[src/rtl/fp_pkg.sv]
// Shared constants and FSM state type for the
// floating-point normalize/round datapath.
package fp_pkg;

    localparam int EXP_W  = 8;
    localparam int FRAC_W = 23;
    localparam int MANT_W = 27;

    localparam logic [EXP_W-1:0] EXP_MAX = 8'd255;

    typedef enum logic [1:0] {
        IDLE,
        NORM,
        ROUND,
        HOLD
    } state_e;

endpackage

[src/rtl/round_inc24.sv]
// Combinational 24-bit incrementer for the rounding step;
// carry reports overflow out of the hidden bit.
module round_inc24
    import fp_pkg::*;
(
    input  logic [FRAC_W:0] a,
    input  logic            inc,
    output logic [FRAC_W:0] sum,
    output logic            carry
);

    logic [FRAC_W+1:0] s;

    assign s     = {1'b0, a} + {{(FRAC_W+1){1'b0}}, inc};
    assign sum   = s[FRAC_W:0];
    assign carry = s[FRAC_W+1];

endmodule

[src/rtl/fp_norm_round.sv]
// Sequential normalize (one bit per cycle) and round-to-nearest-even
// stage of the single-precision adder.
module fp_norm_round
    import fp_pkg::*;
(
    input  logic              clk,
    input  logic              rst,
    input  logic              in_valid,
    output logic              in_ready,
    input  logic              in_sign,
    input  logic [EXP_W-1:0]  in_exp,
    input  logic [MANT_W-1:0] in_mant,
    output logic              out_valid,
    input  logic              out_ready,
    output logic              out_sign,
    output logic [EXP_W-1:0]  out_exp,
    output logic [FRAC_W-1:0] out_frac,
    output logic              out_mark
);

    state_e              state_q, state_d;
    logic                sign_q, sign_d;
    logic [EXP_W-1:0]    exp_q, exp_d;
    logic [MANT_W-1:0]   mant_q, mant_d;
    logic                zero_q, zero_d;
    logic                inf_q, inf_d;
    logic                out_sign_q, out_sign_d;
    logic [EXP_W-1:0]    out_exp_q, out_exp_d;
    logic [FRAC_W-1:0]   out_frac_q, out_frac_d;
    logic                out_mark_q, out_mark_d;

    logic [EXP_W-1:0]    exp_inc;
    logic                round_up;
    logic [FRAC_W:0]     rnd_sum;
    logic                rnd_carry;

    assign exp_inc  = exp_q + 8'd1;
    // L = bit2, G = bit1, S = bit0
    assign round_up = mant_q[1] & (mant_q[0] | mant_q[2]);

    round_inc24 u_inc (
        .a     (mant_q[25:2]),
        .inc   (round_up),
        .sum   (rnd_sum),
        .carry (rnd_carry)
    );

    always_comb begin
        state_d    = state_q;
        sign_d     = sign_q;
        exp_d      = exp_q;
        mant_d     = mant_q;
        zero_d     = zero_q;
        inf_d      = inf_q;
        out_sign_d = out_sign_q;
        out_exp_d  = out_exp_q;
        out_frac_d = out_frac_q;
        out_mark_d = out_mark_q;

        unique case (state_q)
            IDLE: begin
                if (in_valid) begin
                    sign_d  = in_sign;
                    exp_d   = in_exp;
                    mant_d  = in_mant;
                    zero_d  = 1'b0;
                    inf_d   = 1'b0;
                    state_d = NORM;
                end
            end
            NORM: begin
                if (exp_q == EXP_MAX) begin
                    inf_d   = 1'b1;
                    state_d = ROUND;
                end else if (mant_q == '0) begin
                    zero_d  = 1'b1;
                    state_d = ROUND;
                end else if (mant_q[26]) begin
                    // shifted-out bit folds into sticky
                    mant_d  = {1'b0, mant_q[26:2], mant_q[1] | mant_q[0]};
                    exp_d   = exp_inc;
                    inf_d   = (exp_inc == EXP_MAX);
                    state_d = ROUND;
                end else if (mant_q[25]) begin
                    state_d = ROUND;
                end else if (exp_q <= 8'd1) begin
                    zero_d  = 1'b1;
                    state_d = ROUND;
                end else begin
                    mant_d = {mant_q[25:0], 1'b0};
                    exp_d  = exp_q - 8'd1;
                end
            end
            ROUND: begin
                out_sign_d = sign_q;
                out_exp_d  = exp_q;
                out_frac_d = rnd_carry ? '0 : rnd_sum[FRAC_W-1:0];
                out_mark_d = rnd_carry;
                if (zero_q) begin
                    out_exp_d  = '0;
                    out_frac_d = '0;
                    out_mark_d = 1'b0;
                end
                if (inf_q) begin
                    out_exp_d  = EXP_MAX;
                    out_frac_d = '0;
                    out_mark_d = 1'b0;
                end
                state_d = HOLD;
            end
            HOLD: begin
                if (out_ready) begin
                    state_d = IDLE;
                end
            end
        endcase
    end

    always_ff @(posedge clk or posedge rst) begin
        if (rst) begin
            state_q    <= IDLE;
            sign_q     <= 1'b0;
            exp_q      <= '0;
            mant_q     <= '0;
            zero_q     <= 1'b0;
            inf_q      <= 1'b0;
            out_sign_q <= 1'b0;
            out_exp_q  <= '0;
            out_frac_q <= '0;
            out_mark_q <= 1'b0;
        end else begin
            state_q    <= state_d;
            sign_q     <= sign_d;
            exp_q      <= exp_d;
            mant_q     <= mant_d;
            zero_q     <= zero_d;
            inf_q      <= inf_d;
            out_sign_q <= out_sign_d;
            out_exp_q  <= out_exp_d;
            out_frac_q <= out_frac_d;
            out_mark_q <= out_mark_d;
        end
    end

    assign in_ready  = (state_q == IDLE) && !rst;
    assign out_valid = (state_q == HOLD);
    assign out_sign  = out_sign_q;
    assign out_exp   = out_exp_q;
    assign out_frac  = out_frac_q;
    assign out_mark  = out_mark_q;

endmodule
[config.mk]
export PLATFORM = sky130hd
export DESIGN_NAME = fp_norm_round
export DESIGN_NICKNAME = d
export VERILOG_FILES = /design/src/rtl/fp_pkg.sv /design/src/rtl/round_inc24.sv /design/src/rtl/fp_norm_round.sv
export SDC_FILE = /design/constraint.sdc
export NUM_CORES = 1
export LEC_CHECK = 0
export BUFFER_PORTS_ARGS = -buffer_cell sky130_fd_sc_hd__buf_4
export CELL_PAD_IN_SITES_DETAIL_PLACEMENT = 0
export CELL_PAD_IN_SITES_GLOBAL_PLACEMENT = 2
export CORE_UTILIZATION = 34
export DETAILED_ROUTE_END_ITERATION = 8
export MAX_ROUTING_LAYER = met4
export PLACE_DENSITY_LB_ADDON = 0.1
export SLEW_MARGIN = 30
export SYNTH_ARGS = -nofsm -noshare
export SYNTH_HDL_FRONTEND = slang
export SYNTH_SLANG_ARGS = --single-unit
export TNS_END_PERCENT = 20
[constraint.sdc]
create_clock -name clk -period 3.1 [get_ports clk]
set_input_delay 0.155 -clock clk [delete_from_list [all_inputs] [get_ports clk]]
set_output_delay 0.155 -clock clk [all_outputs]
set_load 0.02 [all_outputs]
==> run summary <==
CTS sink cnt = 73
Starting Density = 35.2%
total die area = 0.0136 mm2
required time of the critical path = 3.31 ns
CTS max path bufs = 2
GR Util met2 = 31.3%
Setup WS pre-CTS = 0.531 ns
reg2reg setup slack = 0.49 ns
wire per inst = 18.0 um
clock root cell = clkbuf_16
syn nets = 567
Starting DRT DRC Count = 409
fill count = 1,311
DIE HEIGHT = 117 um
max-slew violation count = 0
period utilization = 84.3%
hold wc startpoint = in_mant[26]
RSZ-0062 raised after global routing = no
layout net count = 626
Syn Area/Cell = 8.65 um2
slew of the pin with the lowest slew margin = 0.696 ns
Multi-input gate area = 0.00229 mm2
DRT antenna net count = 0
Mapped Area = 0.00448 mm2
Total Power = 5830 uW
Worst VDD drop = 0.462 mV
share of cells above drive strength 1 = 21.2%
Max Freq = 0.383 GHz
row count = 41
register area = 0.00183 mm2
Layout area overhead = 22.0%
CTS tree = yes
CP Launch Point = mant_q[15]
crit path DAT = 2.83 ns
antenna violations before repair = 0
Post-synth EDFFs = 0
Overall Global Routing Usage = 22.1%
vias = 4,111
worst r2r src = mant_q[15]
Static Leak = 0.00230 uW
first-pass GRT wire length = 21.8 mm
worst skew pair latency = 0.34 ns
final setup fails = 0
crit path to = mant_q[20]
cells after synthesis = 518
critical-path maximum fanout = 23
drc violations = 0
ys flop type = dfrtp_1
diode count = 0
GR Overflow Total = 0
num ports = 75
Netlist cell types = 57
total power divided by cell area = 1070 mW/mm2
Worst setup SP type = flop
reg-to-reg endpoint = mant_q[20]
Final min period = 2.61 ns
max_cap viols = 0
Yosys reg bits = 73
critical path class = reg2reg
drt pass-1 iters = 5
number of global-route vias before repair = 4,008
Hold Vio Cnt, Final = 0
I/O Buffers = 74
async set-reset flop share out of synthesis = 100%
htree depth = 3
Vias per Instance = 5.46
Syn. warnings = 0
Worst Hold Depth = 2
setup ws final = 0.488 ns
clock slew seen by the registers of the worst setup and hold paths = 0.06 ns
cells on worst reg2reg path = 6
CORE AREA = 0.0127 mm2
Fin Clk Skew = 0.00840 ns
grt met1 use = 31.5%
sequential area share after synthesis = 40.8%
setup TNS = 0 ns
detailed placement HPWL = 9.62 mm
Routed WL = 13.6 mm
Final GP Congestion = 0.901
Worst setup EP type = flop
met3 usage = 3.91%
gr busiest metal = met1
die width = 117 um
pin count of the biggest net entering global routing = 43
min-delay worst type = in2reg
Rel. slew slack = 53.5%
status = completed
number of buffers created by CTS = 9
## flip-flops by register name, indices dropped and copies added, names as in the netlist
register,cells
out_exp,8
mant_q,27
out_sign,1
state_q,2
sign_q,1
exp_q,8
out_mark,1
inf_q,1
out_frac,23
zero_q,1
## synthesized netlist by cell type, drive strengths merged, types with 3 or more instances
cell type,count,share of area (%)
a21oi,34,3.8
nor3,11,1.3
o22ai,29,4.1
nor2b,18,2.5
ha,9,2.5
nand4,13,1.8
xnor2,5,0.98
and4,4,0.78
o21ai,59,6.6
mux2i,3,0.67
a31oi,4,0.89
mux2,4,1.0
a221oi,16,3.7
and3,4,0.56
nand3,21,2.3
o31a,3,0.59
inv,34,2.8
o31ai,4,0.67
nand2,31,2.6
dfrtp,73,41
and2,5,0.70
xor2,19,3.7
nand2b,6,0.84
nor2,28,2.3
nor4,9,1.7
clkbuf,23,2.0
o211ai,3,0.50
buf,24,3.1
## critical path: stages (launching register included)
cell      delay, ns
dfrtp_1        0.49
nor4_1         0.55
nand4_1        0.24
o22ai_1        0.44
nand2b_1       0.30
buf_4          0.33
o21ai_0        0.14
## layout by cell type (no fill, tap or decap), drive strengths merged, types with 16 or more instances in the layout
cell type	instances
a221oi	16
a21oi	34
o21ai	59
buf	94
nor2	28
xor2	19
nand3	21
dfrtp	73
nand2	31
nor2b	18
o22ai	29
inv	34
## what timing repair did
action                    in CTS  in global routing
buffers inserted               0                  0
hold endpoints to repair      30                  0
resized for setup              0                  0
hold buffers                   1                  0
## through the flow
step / utilization, % / cells / hold slack [ns] / area [um2]
6_report: 43.0 / 753 / 0.0257 / 5470
5_1_grt: 43.0 / 753 / 0.0221 / 5470
4_1_cts: 43.0 / 753 / 0.0208 / 5470
3_5_place_dp: 40.7 / 737 / 0.326 / 5170
3_3_place_gp: 40.7 / 737 / 0.336 / 5170
2_1_floorplan: - / 518 / 0.288 / 4480
## worst min-delay path by stage
stage	to	slack (ns)
final	mant_q[26]	0.03
after global routing	mant_q[26]	0.02
after CTS	mant_q[26]	0.02
after detailed placement	inf_q	0.33
after global placement	inf_q	0.34
after floorplan	mant_q[26]	0.29
## cells by family after synthesis
| logic type | after synthesis | synth area share (%) |
|---|---|---|
| fa+ha+maj | 9 | 2.51 |
| xor+xnor | 24 | 4.69 |
| flops | 73 | 40.8 |
| buf+inv | 83 | 8.10 |
| compound gates | 166 | 23.6 |
| simple gates | 156 | 18.6 |
| mux | 7 | 1.68 |
## layer usage
layer	wire [um]	vias up
li1	-	1988
met4	197	0
met3	613	16
met2	5890	114
met5	0	-
met1	6860	1993
## area by class of cell
type                       count  share of cell area, %
sequential                    73                   33.4
tap                          172                   3.94
inverter                      36                   2.47
timing repair buffer          95                   13.1
clock inverter                 2                  0.229
multi-input combinational    362                   41.9
clock buffer                  13                   4.95
## where the power goes
| part | switching (uW) | internal, uW | leakage, uW | total (uW) |
|---|---|---|---|---|
| combinational | 1710 | 1150 | 0.00125 | 2850 |
| clock | 405 | 602 | 0.000138 | 1010 |
| sequential | 606 | 1360 | 0.000914 | 1970 |
(Power assumes the default switching activity.)
